<file path="config.mk">
export PLATFORM = sky130hd
export DESIGN_NAME = spi_bus_scheduler
export DESIGN_NICKNAME = d
export VERILOG_FILES = /design/src/rtl/spi_pkg.sv /design/src/rtl/spi_shift_reg.sv /design/src/rtl/spi_bus_scheduler.sv
export SDC_FILE = /design/constraint.sdc
export NUM_CORES = 1
export LEC_CHECK = 0
export ABC_CLOCK_PERIOD_IN_PS = 2200
export BUFFER_PORTS_ARGS = -buffer_cell sky130_fd_sc_hd__buf_2
export CAP_MARGIN = 30
export CORE_MARGIN = 5
export CORE_UTILIZATION = 41
export DETAILED_ROUTE_END_ITERATION = 6
export SETUP_SLACK_MARGIN = 0.1
export SLEW_MARGIN = 20
export SYNTH_ARGS = -nofsm -noshare
export SYNTH_HDL_FRONTEND = slang
export SYNTH_SLANG_ARGS = --single-unit
</file>
<file path="constraint.sdc">
create_clock -name clk -period 2.2 [get_ports clk]
set_input_delay 0.11 -clock clk [delete_from_list [all_inputs] [get_ports clk]]
set_output_delay 0.11 -clock clk [all_outputs]
set_load 0.03 [all_outputs]
</file>
<file path="src/rtl/spi_pkg.sv">
// spi_pkg: shared types and defaults for the SPI bus scheduler slice.
//   state_t     - scheduler FSM states
//   DEF_DATA_W  - default bits per transfer
//   DEF_CLK_DIV - default clk cycles per SCLK half-period
package spi_pkg;

  typedef enum logic [2:0] {
    IDLE,
    SETUP,
    SHIFT,
    HOLD,
    GAP
  } state_t;

  localparam int unsigned DEF_DATA_W  = 8;
  localparam int unsigned DEF_CLK_DIV = 2;

endpackage

</file>
<file path="src/rtl/spi_shift_reg.sv">
// spi_shift_reg: full-duplex SPI data path for one word, MSB first.
//   i_clk, i_rst_n - clock, asynchronous active-low reset
//   i_load         - parallel load of i_load_data (clears rx and bit count)
//   i_clear        - clear the tx register so mosi rests at 0
//   i_rise/i_fall  - SCLK edge strobes from the scheduler
//   i_miso         - serial in, sampled into the LSB on i_rise
//   o_mosi         - current tx bit (tx register MSB)
//   o_rx           - received word
//   o_last_bit     - all DATA_W bits have been sampled
module spi_shift_reg import spi_pkg::*; #(
  parameter int unsigned DATA_W = DEF_DATA_W
) (
  input  logic              i_clk,
  input  logic              i_rst_n,
  input  logic              i_load,
  input  logic              i_clear,
  input  logic [DATA_W-1:0] i_load_data,
  input  logic              i_rise,
  input  logic              i_fall,
  input  logic              i_miso,
  output logic              o_mosi,
  output logic [DATA_W-1:0] o_rx,
  output logic              o_last_bit
);

  localparam int unsigned CNT_W = $clog2(DATA_W + 1);

  logic [DATA_W-1:0] r_tx;
  logic [DATA_W-1:0] r_rx;
  logic [CNT_W-1:0]  r_cnt;

  always_ff @(posedge i_clk or negedge i_rst_n) begin
    if (!i_rst_n) begin
      r_tx  <= '0;
      r_rx  <= '0;
      r_cnt <= '0;
    end else if (i_load) begin
      r_tx  <= i_load_data;
      r_rx  <= '0;
      r_cnt <= '0;
    end else if (i_clear) begin
      r_tx <= '0;
    end else begin
      if (i_rise) begin
        r_rx  <= {r_rx[DATA_W-2:0], i_miso};
        r_cnt <= r_cnt + CNT_W'(1);
      end
      // the final falling edge leaves the last bit on mosi
      if (i_fall && !o_last_bit) begin
        r_tx <= {r_tx[DATA_W-2:0], 1'b0};
      end
    end
  end

  assign o_last_bit = (r_cnt == CNT_W'(DATA_W));
  assign o_mosi     = r_tx[DATA_W-1];
  assign o_rx       = r_rx;

endmodule

</file>
<file path="src/rtl/spi_bus_scheduler.sv">
// spi_bus_scheduler: round-robin sharing of one SPI mode-0 master bus
// between two requesters, one full-duplex word per grant.
//   clk, b0            - clock, asynchronous active-low reset
//   req[1:0]           - level requests, held until ack
//   tx_data0/tx_data1  - words to send, sampled at grant
//   ack[1:0]           - one-cycle pulse to the served requester
//   rx_data, rx_valid  - received word and its one-cycle valid
//   busy               - high from grant until the FSM returns to IDLE
//   cs_n[1:0]          - active-low chip selects
//   sclk, mosi, miso   - SPI pins
module spi_bus_scheduler import spi_pkg::*; #(
  parameter int unsigned DATA_W  = DEF_DATA_W,
  parameter int unsigned CLK_DIV = DEF_CLK_DIV
) (
  input  logic              clk,
  input  logic              b0,
  input  logic [1:0]        req,
  input  logic [DATA_W-1:0] tx_data0,
  input  logic [DATA_W-1:0] tx_data1,
  output logic [1:0]        ack,
  output logic [DATA_W-1:0] rx_data,
  output logic              rx_valid,
  output logic              busy,
  output logic [1:0]        cs_n,
  output logic              sclk,
  output logic              mosi,
  input  logic              miso
);

  localparam int unsigned DIV_W = (CLK_DIV > 1) ? $clog2(CLK_DIV) : 1;

  state_t            r_state;
  state_t            w_state_nxt;
  logic [DIV_W-1:0]  r_div;
  logic              r_last;
  logic              r_sel;
  logic              r_sclk;
  logic              r_rx_valid;
  logic [1:0]        r_cs_n;
  logic [1:0]        r_ack;
  logic [DATA_W-1:0] r_rx_data;

  logic              w_tick;
  logic              w_gsel;
  logic              w_grant;
  logic              w_rise;
  logic              w_fall;
  logic              w_done;
  logic              w_clear;
  logic              w_last_bit;
  logic              w_mosi;
  logic [DATA_W-1:0] w_rx;
  logic [DATA_W-1:0] w_load_data;

  assign w_tick = (r_div == DIV_W'(CLK_DIV - 1));

  // round-robin: on contention the requester not served last wins
  always_comb begin
    w_gsel = 1'b0;
    case (req)
      2'b10:   w_gsel = 1'b1;
      2'b11:   w_gsel = ~r_last;
      default: w_gsel = 1'b0;
    endcase
  end

  assign w_load_data = w_gsel ? tx_data1 : tx_data0;

  always_comb begin
    w_state_nxt = r_state;
    w_grant     = 1'b0;
    w_rise      = 1'b0;
    w_fall      = 1'b0;
    w_done      = 1'b0;
    w_clear     = 1'b0;
    case (r_state)
      IDLE: begin
        if (|req) begin
          w_grant     = 1'b1;
          w_state_nxt = SETUP;
        end
      end
      SETUP: begin
        if (w_tick) begin
          w_rise      = 1'b1;
          w_state_nxt = SHIFT;
        end
      end
      SHIFT: begin
        // after the last fall, sclk stays low one more half-period before HOLD
        if (w_tick) begin
          if (r_sclk)          w_fall      = 1'b1;
          else if (w_last_bit) w_state_nxt = HOLD;
          else                 w_rise      = 1'b1;
        end
      end
      HOLD: begin
        if (w_tick) begin
          w_done      = 1'b1;
          w_state_nxt = GAP;
        end
      end
      GAP: begin
        // a waiting request is granted on the edge that ends the deselect
        // time, giving back-to-back words every CLK_DIV*(2*DATA_W+3) cycles
        if (w_tick) begin
          if (|req) begin
            w_grant     = 1'b1;
            w_state_nxt = SETUP;
          end else begin
            w_clear     = 1'b1;
            w_state_nxt = IDLE;
          end
        end
      end
      default: w_state_nxt = IDLE;
    endcase
  end

  always_ff @(posedge clk or negedge b0) begin
    if (!b0) r_state <= IDLE;
    else     r_state <= w_state_nxt;
  end

  always_ff @(posedge clk or negedge b0) begin
    if (!b0) begin
      r_div      <= '0;
      r_last     <= 1'b1;
      r_sel      <= 1'b0;
      r_sclk     <= 1'b0;
      r_cs_n     <= '1;
      r_ack      <= '0;
      r_rx_valid <= 1'b0;
      r_rx_data  <= '0;
    end else begin
      r_ack      <= '0;
      r_rx_valid <= 1'b0;
      r_div      <= (r_state == IDLE || w_tick) ? '0 : r_div + DIV_W'(1);
      if (w_grant) begin
        r_sel  <= w_gsel;
        r_last <= w_gsel;
        r_cs_n <= w_gsel ? 2'b01 : 2'b10;
      end
      if (w_rise) r_sclk <= 1'b1;
      if (w_fall) r_sclk <= 1'b0;
      if (w_done) begin
        r_cs_n     <= '1;
        r_ack      <= r_sel ? 2'b10 : 2'b01;
        r_rx_valid <= 1'b1;
        r_rx_data  <= w_rx;
      end
    end
  end

  spi_shift_reg #(
    .DATA_W(DATA_W)
  ) u_shift (
    .i_clk       (clk),
    .i_rst_n     (b0),
    .i_load      (w_grant),
    .i_clear     (w_clear),
    .i_load_data (w_load_data),
    .i_rise      (w_rise),
    .i_fall      (w_fall),
    .i_miso      (miso),
    .o_mosi      (w_mosi),
    .o_rx        (w_rx),
    .o_last_bit  (w_last_bit)
  );

  assign ack      = r_ack;
  assign rx_data  = r_rx_data;
  assign rx_valid = r_rx_valid;
  assign busy     = (r_state != IDLE);
  assign cs_n     = r_cs_n;
  assign sclk     = r_sclk;
  assign mosi     = w_mosi;

endmodule

</file>
Yosys cells after proc, flatten, opt, wreduce, memory -nomap -nowiden
Index checks and enable logic that the tools add are counted.
{ "op_classes": {"mux": 44, "n_shift": 0, "add_sub_neg": 2, "order_cmp": 0, "eq_ne": 15, "bitwise_logic": 1, "n_div": 0, "reduce_logical": 12, "n_mul": 0} }
{ "op_table": {"columns": ["op", "count"], "rows": [
  ["2-to-1 mux 8 bit", 7],
  ["2-to-1 mux 3 bit", 7],
  ["2-to-1 mux 1 bit", 18],
  ["one-hot mux 3 bit (5 select lines)", 1],
  ["2-to-1 mux 4 bit", 3],
  ["inequality test 2 bit (second input constant)", 6],
  ["2-to-1 mux 2 bit", 5],
  ["AND reduction 7 bit", 1],
  ["== test 3 x 2 -> 1 bit (second input constant)", 2],
  ["one-hot mux 1 bit (2 select lines)", 3],
  ["nonzero test 2 bit", 3],
  ["nonzero test 3 bit", 2],
  ["adder 4 x 1 -> 4 bit (second input constant)", 1],
  ["== test 2 bit (second input constant)", 2],
  ["== test 4 bit (second input constant)", 1],
  ["inequality test 2 x 1 -> 1 bit (second input constant)", 2],
  ["== test 3 x 1 -> 1 bit (second input constant)", 1],
  ["== test 3 bit (second input constant)", 1],
  ["zero test 3 bit", 1],
  ["AND reduction 2 bit", 1],
  ["OR reduction 2 bit", 1],
  ["adder 1 bit (second input constant)", 1],
  ["logical AND 1 bit", 1],
  ["zero test 1 bit", 1],
  ["other kinds (2)", 2]
]} }
{ "totals": {"regBits": 40, "inputBits": 21, "ramBits": 0, "latchBits": 0, "rom_bits": 0, "n_memories": 0, "elab_cells": 86} }

Logic depth before layout (Yosys ltp)
Gate-level depths: netlist of run 1.
{ "logic_depth": {"depth_word": 8, "depth_mapped": 7, "depth_no_buf": 6} }

Hierarchy
Synthesis of run 1 repeated with hierarchy kept, for this count alone.
{ "unflattened": {"hier_cells": 182, "hier_area_um2": 1979.4} }
{ "by_module_without_submodules": {"columns": ["mod", "area_per_inst_um2", "seq_area_each_um2", "n_inst", "cells_each"], "rows": [
  ["spi_bus_scheduler", 998.5, 504.2, 1, 78],
  ["spi_shift_reg", 980.9, 500.5, 1, 104]
]} }

Worst setup path after synthesis of run 1
No wires, ideal clock.
{ "synth_path": {"path_type": "reg2reg", "from": "reg r_state[2]", "to": "reg u_shift.r_tx[1]", "t_arrival_ns": 1.433, "slack_ns": 0.643, "n_path_buf": 0, "setup_ns": 0.125, "path_stages_with_launch": 5, "cell_sequence": "dfrtp_1 -> and2b_2 -> nand4b_2 -> o21ai_4 -> mux2_2"} }
{ "synth_via": {"elab_chain_len": 4, "elab_cells_between_ends": 10} }
{ "synth_lines": {"columns": ["element", "line_no", "source"], "rows": [
  ["from (decl)", "spi_bus_scheduler.sv:32", "state_t r_state;"],
  ["from (signal assigned)", "spi_bus_scheduler.sv:122", "else r_state <= w_state_nxt;"],
  ["== test 3 bit / == test 3 x 2 -> 1 bit (equally long branches)", "spi_bus_scheduler.sv:76", "case (r_state)"],
  ["2-to-1 mux 1 bit", "spi_bus_scheduler.sv:76", null],
  ["2-to-1 mux 8 bit / logical AND 1 bit (equally long branches)", "spi_shift_reg.sv:41, spi_shift_reg.sv:49", null],
  ["2-to-1 mux 8 bit / nonzero test 3 bit (equally long branches)", null, null],
  ["to (signal assigned)", "spi_shift_reg.sv:38", "r_tx <= i_load_data;"],
  ["to (signal assigned)", "spi_shift_reg.sv:50", "r_tx <= {r_tx[DATA_W-2:0], 1'b0};"],
  ["to (decl)", "spi_shift_reg.sv:28", "logic [DATA_W-1:0] r_tx;"]
]} }
Several ways; a longest one is shown, not always the timed one.
A chain may end at the register's enable or synchronous reset.

Worst setup path in the final report of run 1
Same ends and word-level chain as after synthesis.

==> results of run 1 <==
## routing by layer
metal / wire, um / global-route usage / vias to the layer above
li1: - / - / 672
met1: 1700 / 0.168 / 653
met2: 1840 / 0.206 / 24
met3: 188 / 0.0332 / 2
met4: 23 / 0.0557 / 0
met5: 0 / 0 / -
## sequential cells by signal, summed over array words and instances, names as in the netlist
register / count
rx_data: 8
u_shift.o_rx: 8
u_shift.r_tx: 8
u_shift.r_cnt: 4
r_state: 3
ack: 2
cs_n: 2
r_div: 1
r_last: 1
r_sel: 1
rx_valid: 1
sclk: 1
## cells in the mapped netlist (2+ instances only)
library cell   n
nand3b_1       2
ha_1           2
o2bb2ai_1      7
o31ai_1       10
o21ai_0        9
nand2_1       14
mux2_2         8
inv_1         12
a21o_1         2
mux2i_1        8
buf_2          7
nor2_1         7
nand3_1       10
dfrtp_1       37
dfstp_2        3
nor2b_1        3
## per-stage QoR
stage                     std cells  area, um^2   util  worst slack (ns)
after floorplan                 169        1900      -             0.643
after global routing            260        2240  0.507             0.253
after detailed placement        250        2100  0.477             0.360
final                           260        2240  0.507             0.353
after CTS                       259        2210  0.500             0.350
after global placement          250        2100  0.477             0.423
## logic make-up (layout without fill, tap and decap cells)
group           after synthesis  after routing  share of synthesized area
mux                          16             16                     0.0897
fa+ha+maj                     2              2                     0.0132
buf+inv                      21             60                     0.0521
xor+xnor                      2              2                    0.00923
compound gates               40             40                      0.167
flops                        40             40                      0.529
simple gates                 48             48                      0.140
## power groups by stage
stage                     sequential (mW)  combinational [mW]  clock [mW]
after floorplan                      1.40               0.958           0
after global placement               1.25                1.38           0
after detailed placement             1.26                1.42           0
after CTS                            1.25                1.42       0.518
after global routing                 1.29                1.55       0.549
final                                1.24                1.41       0.497
## cell type report
type,count,share of cell area
clock buffer,7,0.0386
timing repair buffer,40,0.104
multi-input combinational,108,0.355
tap,52,0.0291
sequential,40,0.449
inverter,12,0.0201
clock inverter,1,0.00336
## worst reg2reg max path: cells and delay by family (launching register included)
kind            cells  cell delay (ns)
compound gates      1             0.29
flops               1             0.48
mux                 1             0.38
simple gates        2             0.58
## final timing paths
check / from / to / slack, ns / cells past startpoint
setup / recovery: r_state[2] / u_shift.r_tx[1] / 0.35 / 4
hold / removal: miso / u_shift.o_rx[0] / 0.06 / 3
setup reg to reg: r_state[2] / u_shift.r_tx[1] / 0.35 / 4
hold reg to reg: r_sel / ack[0] / 0.45 / 1
max in group asynchronous: b0 / r_last / 1.34 / 3
min in group asynchronous: b0 / u_shift.r_cnt[2] / 0.31 / 2
==> flow_summary.toml, run 1 <==
[routing]
remaining_drc_errors = 0
wl_per_cell_um = 14.5
vias = 1351
dr.pass1.iters = 4
wirelength_um = 3760
drtAntennaViolNets = 0
avgViaCountPerCell = 5.20
drt-initial-drc-count = 67

[final_layout]
fill_cells = 416
final_cell_mix = "dfrtp_1 (37), buf_2 (36), nand2_1 (14)"
syn2layout_area_growth_pct = 17.8
nets = 230
n_antenna_cell = 0
drive_gt1_frac = 0.327
multiInputGateArea_um2 = 795
seq_area_mm2 = 0.00100
final_common_cell = "dfrtp_1"

[power_and_ir_drop]
sw_frac_of_total = 0.416
leakage_nw = 1.07
p_int_mw = 1.84
ir_drop_uv = 633
power_frac_comb = 0.447
powerDensity_mw_per_mm2 = 1410
seq_power_share = 0.395
clockPowerShare = 0.158
switching_power_mw = 1.31
finalPower_mw = 3.15

[timing]
clock_skew_ns = 0.00684
finalHoldViolCount = 0
max_freq_mhz = 541
fin_crit_sh = 0.840
setup-tns-final_ns = 0
hold_ws_ns = 0.0604
drv_slew = 0
setup_viol = 0
period_minus_slack_ns = 1.85
slew_headroom = 0.679
worst_pin_slew_ns = 0.482
grt_setup_unrepaired = "no"

[setup_path]
crit_required_ns = 2.38
criticalPathCategory = "reg2reg"
path_buf_inv = 0
cp_data_arrival_time_ns = 2.02
path_max_fanout = 12
critPathLaunchType = "register"
slowest_stage = "dfrtp_1"
worst_setup_path_end_kind = "register"
critPathTopFamily = "simple AND/OR/NAND/NOR gates"
path_cells = "and2b_2 > nand4b_2 > o21ai_4 > mux2_2"
slowest_delay_ns = 0.48

[die]
dieArea_mm2 = 0.00609
die_h_um = 78.0
die_x_um = 78.0
design.portCount = 37
rows = 24
core_mm2 = 0.00441
start_util = 0.430

[logic_synthesis]
syn-instance-count = 169
yosys_warnings = 0
netlist_area_mm2 = 0.00190
synthFlopType = "dfrtp_1"
synth_cell_types = 44
synth-seq-cells = 40
async_flop_share = 1.00
syn_area_per_cell_um2 = 11.2
synth_area_leader_cell = "dfrtp_1"
seq_area_frac_synth = 0.529
synthTopCellsByArea = "dfrtp_1 (49%), mux2_2 (4.7%), mux2i_1 (4.2%), dfstp_2 (4.2%), o31ai_1 (4.0%)"
synth_top_cell_area_share = 0.488
synth_edf_count = 0
syn-num-nets = 192

[cts]
numClockSinks = 40
cts_tree = "built"
cts_made_buffers = 5
cts_max_level = 2
clk_latency_ns = 0.29
cts_max_path_buffers = 2
cts_setup_buffers = 0
path_clk_slew_ns = 0.08
cts_hold_buf = 1
postCtsResizedCells = 0
clockRootBuffer = "clkbuf_8"

[place]
portBuffers = 36
gp_congestion = 0.807
dpl.hpwl_um = 2740

[grt]
antenna_found_initial = 0
grt_pass1_vias = 1410
gr-usage-all-layers = 0.130
overflow = 0
grt_max_degree = 41
grt_pass1_wl_um = 6490

[job]
maxCapViolCount = 0

[run_status]
status = "finished clean"

[hold_path]
hold_class = "in2reg"
(Power assumes the default switching activity.)
==> run 2: changes to the inputs <==
--- a/config.mk
+++ b/config.mk
@@ -5,7 +5,7 @@
 export SDC_FILE = /design/constraint.sdc
 export NUM_CORES = 1
 export LEC_CHECK = 0
-export ABC_CLOCK_PERIOD_IN_PS = 2200
+export ABC_CLOCK_PERIOD_IN_PS = 1800
 export BUFFER_PORTS_ARGS = -buffer_cell sky130_fd_sc_hd__buf_2
 export CAP_MARGIN = 30
 export CORE_MARGIN = 5
==> constraint.sdc (replaced) <==
create_clock -name clk -period 1.8 [get_ports clk]
set_input_delay 0.09 -clock clk [delete_from_list [all_inputs] [get_ports clk]]
set_output_delay 0.09 -clock clk [all_outputs]
set_load 0.03 [all_outputs]
==> flow_summary.toml, run 2 (same netlist as run 1, synthesis figures left out) <==
[final_layout]
design_area_mm2 = 0.00240
n_antenna_cell = 0
final_cell_mix = "buf_2 (36), dfrtp_1 (35), buf_4 (15)"
syn2layout_area_growth_pct = 26.4
post-route-util = 0.544
nets = 243
drive_gt1_frac = 0.412
final_common_cell = "buf_2"
fill_cells = 364

[routing]
avgViaCountPerCell = 5.21
drtAntennaViolNets = 0
wl_per_cell_um = 14.7
drt-initial-drc-count = 90
remaining_drc_errors = 0
vias = 1421
dr.pass1.iters = 4
wirelength_um = 4020

[place]
portBuffers = 36
gp_congestion = 0.821
placed_area_mm2 = 0.00216
dpl.hpwl_um = 2930

[timing]
finalHoldViolCount = 0
fin_crit_sh = 0.920
setup-tns-final_ns = 0
worst_pin_slew_ns = 0.590
max_freq_mhz = 604
drv_slew = 0
slew_headroom = 0.606
grt_setup_unrepaired = "yes"
setup_viol = 0
clock_skew_ns = 0.00553
period_minus_slack_ns = 1.66

[grt]
overflow = 0
gr-usage-all-layers = 0.135
grt_max_degree = 28
grt_pass1_vias = 1398
grt_pass1_wl_um = 6640
antenna_found_initial = 0

[run_status]
status = "finished clean"

[die]
rows = 24
start_util = 0.430
die_h_um = 78.0
core_mm2 = 0.00441
die_x_um = 78.0
design.portCount = 37
dieArea_mm2 = 0.00609

[setup_path]
worst_setup_path_end_kind = "register"
r2r_slack_ns = 0.14
critPathLaunchType = "register"
crit_required_ns = 1.98
criticalPathCategory = "reg2reg"
r2r_start = "u_shift.r_cnt[1]"
path_max_fanout = 7
path_cells = "inv_2 > ha_4 > nand3b_1 > buf_4 > a31oi_4 > nor2_4 > a221o_1"
slowest_delay_ns = 0.40
r2r-end = "u_shift.r_cnt[2]"
slowest_stage = "dfrtp_1"
cp_data_arrival_time_ns = 1.84
worst-r2r-cell-count = 7

[cts]
path_clk_slew_ns = 0.08
clk_latency_ns = 0.29
cts_max_path_buffers = 2
cts_tree = "built"
numClockSinks = 40
cts_max_level = 2
cts_made_buffers = 5
clockRootBuffer = "clkbuf_8"

[job]
maxCapViolCount = 0

[power_and_ir_drop]
ir_drop_uv = 892
powerDensity_mw_per_mm2 = 1790
leakage_nw = 1.15

[hold_path]
hold_class = "in2reg"
hold_start = "miso"
whs_path_depth = 3
min_to = "u_shift.o_rx[0]"
run 2: changes by cell type in the layout (fill, tap and decap cells not counted), sizes merged:
cell    previous run  this run
buf               39        51
bufinv             0         1
clkbuf             7         5
clkinv             0         1
nor2               8         9
run 2: repair_timing:
| action | 4_1_cts | 5_1_grt |
|---|---|---|
| hold endpoints to repair | 24 | 0 |
| pin swaps | 0 | 4 |
| endpoints found under the setup margin | 13 | 20 |
| resized for setup | 1 | 14 |
| gates cloned | 0 | 1 |
| hold buffers | 1 | 0 |
| setup buffers | 0 | 5 |
run 2: final cells by class:
class                      instances  area [um^2]  share of cell area
timing repair buffer              52          303               0.126
tap                               52         65.1              0.0271
clock inverter                     3         42.5              0.0177
multi-input combinational        109          868               0.362
sequential                        40         1010               0.420
inverter                          12         45.0              0.0188
clock buffer                       5         68.8              0.0287
run 2: report_power, final:
part	internal, mW	leakage [nW]	switching [mW]	total [mW]
clock	0.410	0.0541	0.315	0.725
combinational	0.856	0.575	1.16	2.01
sequential	1.26	0.517	0.288	1.55
total	2.52	1.15	1.76	4.28
run 2: worst max-delay path by stage:
| stage | from | to | slack (ns) | cells after the start |
|---|---|---|---|---|
| floorplan | r_state[2] | u_shift.r_tx[1] | 0.24 | 4 |
| global placement | u_shift.r_cnt[1] | u_shift.o_rx[7] | 0.01 | 6 |
| detailed placement | u_shift.r_cnt[1] | u_shift.o_rx[7] | -0.12 | 6 |
| CTS | u_shift.r_cnt[1] | u_shift.r_cnt[2] | 0.10 | 6 |
| global route | u_shift.r_cnt[1] | u_shift.r_cnt[2] | 0.07 | 7 |
| finish | u_shift.r_cnt[1] | u_shift.r_cnt[2] | 0.14 | 7 |
run 2: routing by layer:
metal	routed length, um	up-vias	global-route usage
li1	-	705	-
met1	1870	674	0.191
met2	1890	36	0.197
met3	210	6	0.0400
met4	53	0	0.0507
met5	0	-	0
run 2: critical path: cells and delay by family, from the launching register on:
kind            cells  cell delay, ns
fa+ha+maj           1            0.11
buf+inv             2            0.26
flops               1            0.40
simple gates        2            0.24
compound gates      2            0.52
run 2: through the flow:
step                      instances  hold WS, ns  setup WS [ns]  total power [mW]
after detailed placement        258        0.133         -0.118              3.38
after floorplan                 169       -0.206          0.243              2.88
final                           273       0.0360          0.143              4.28
after global placement          258        0.136         0.0127              3.31
after global routing            273       0.0445         0.0731              4.57
after CTS                       267       0.0339          0.102              4.12
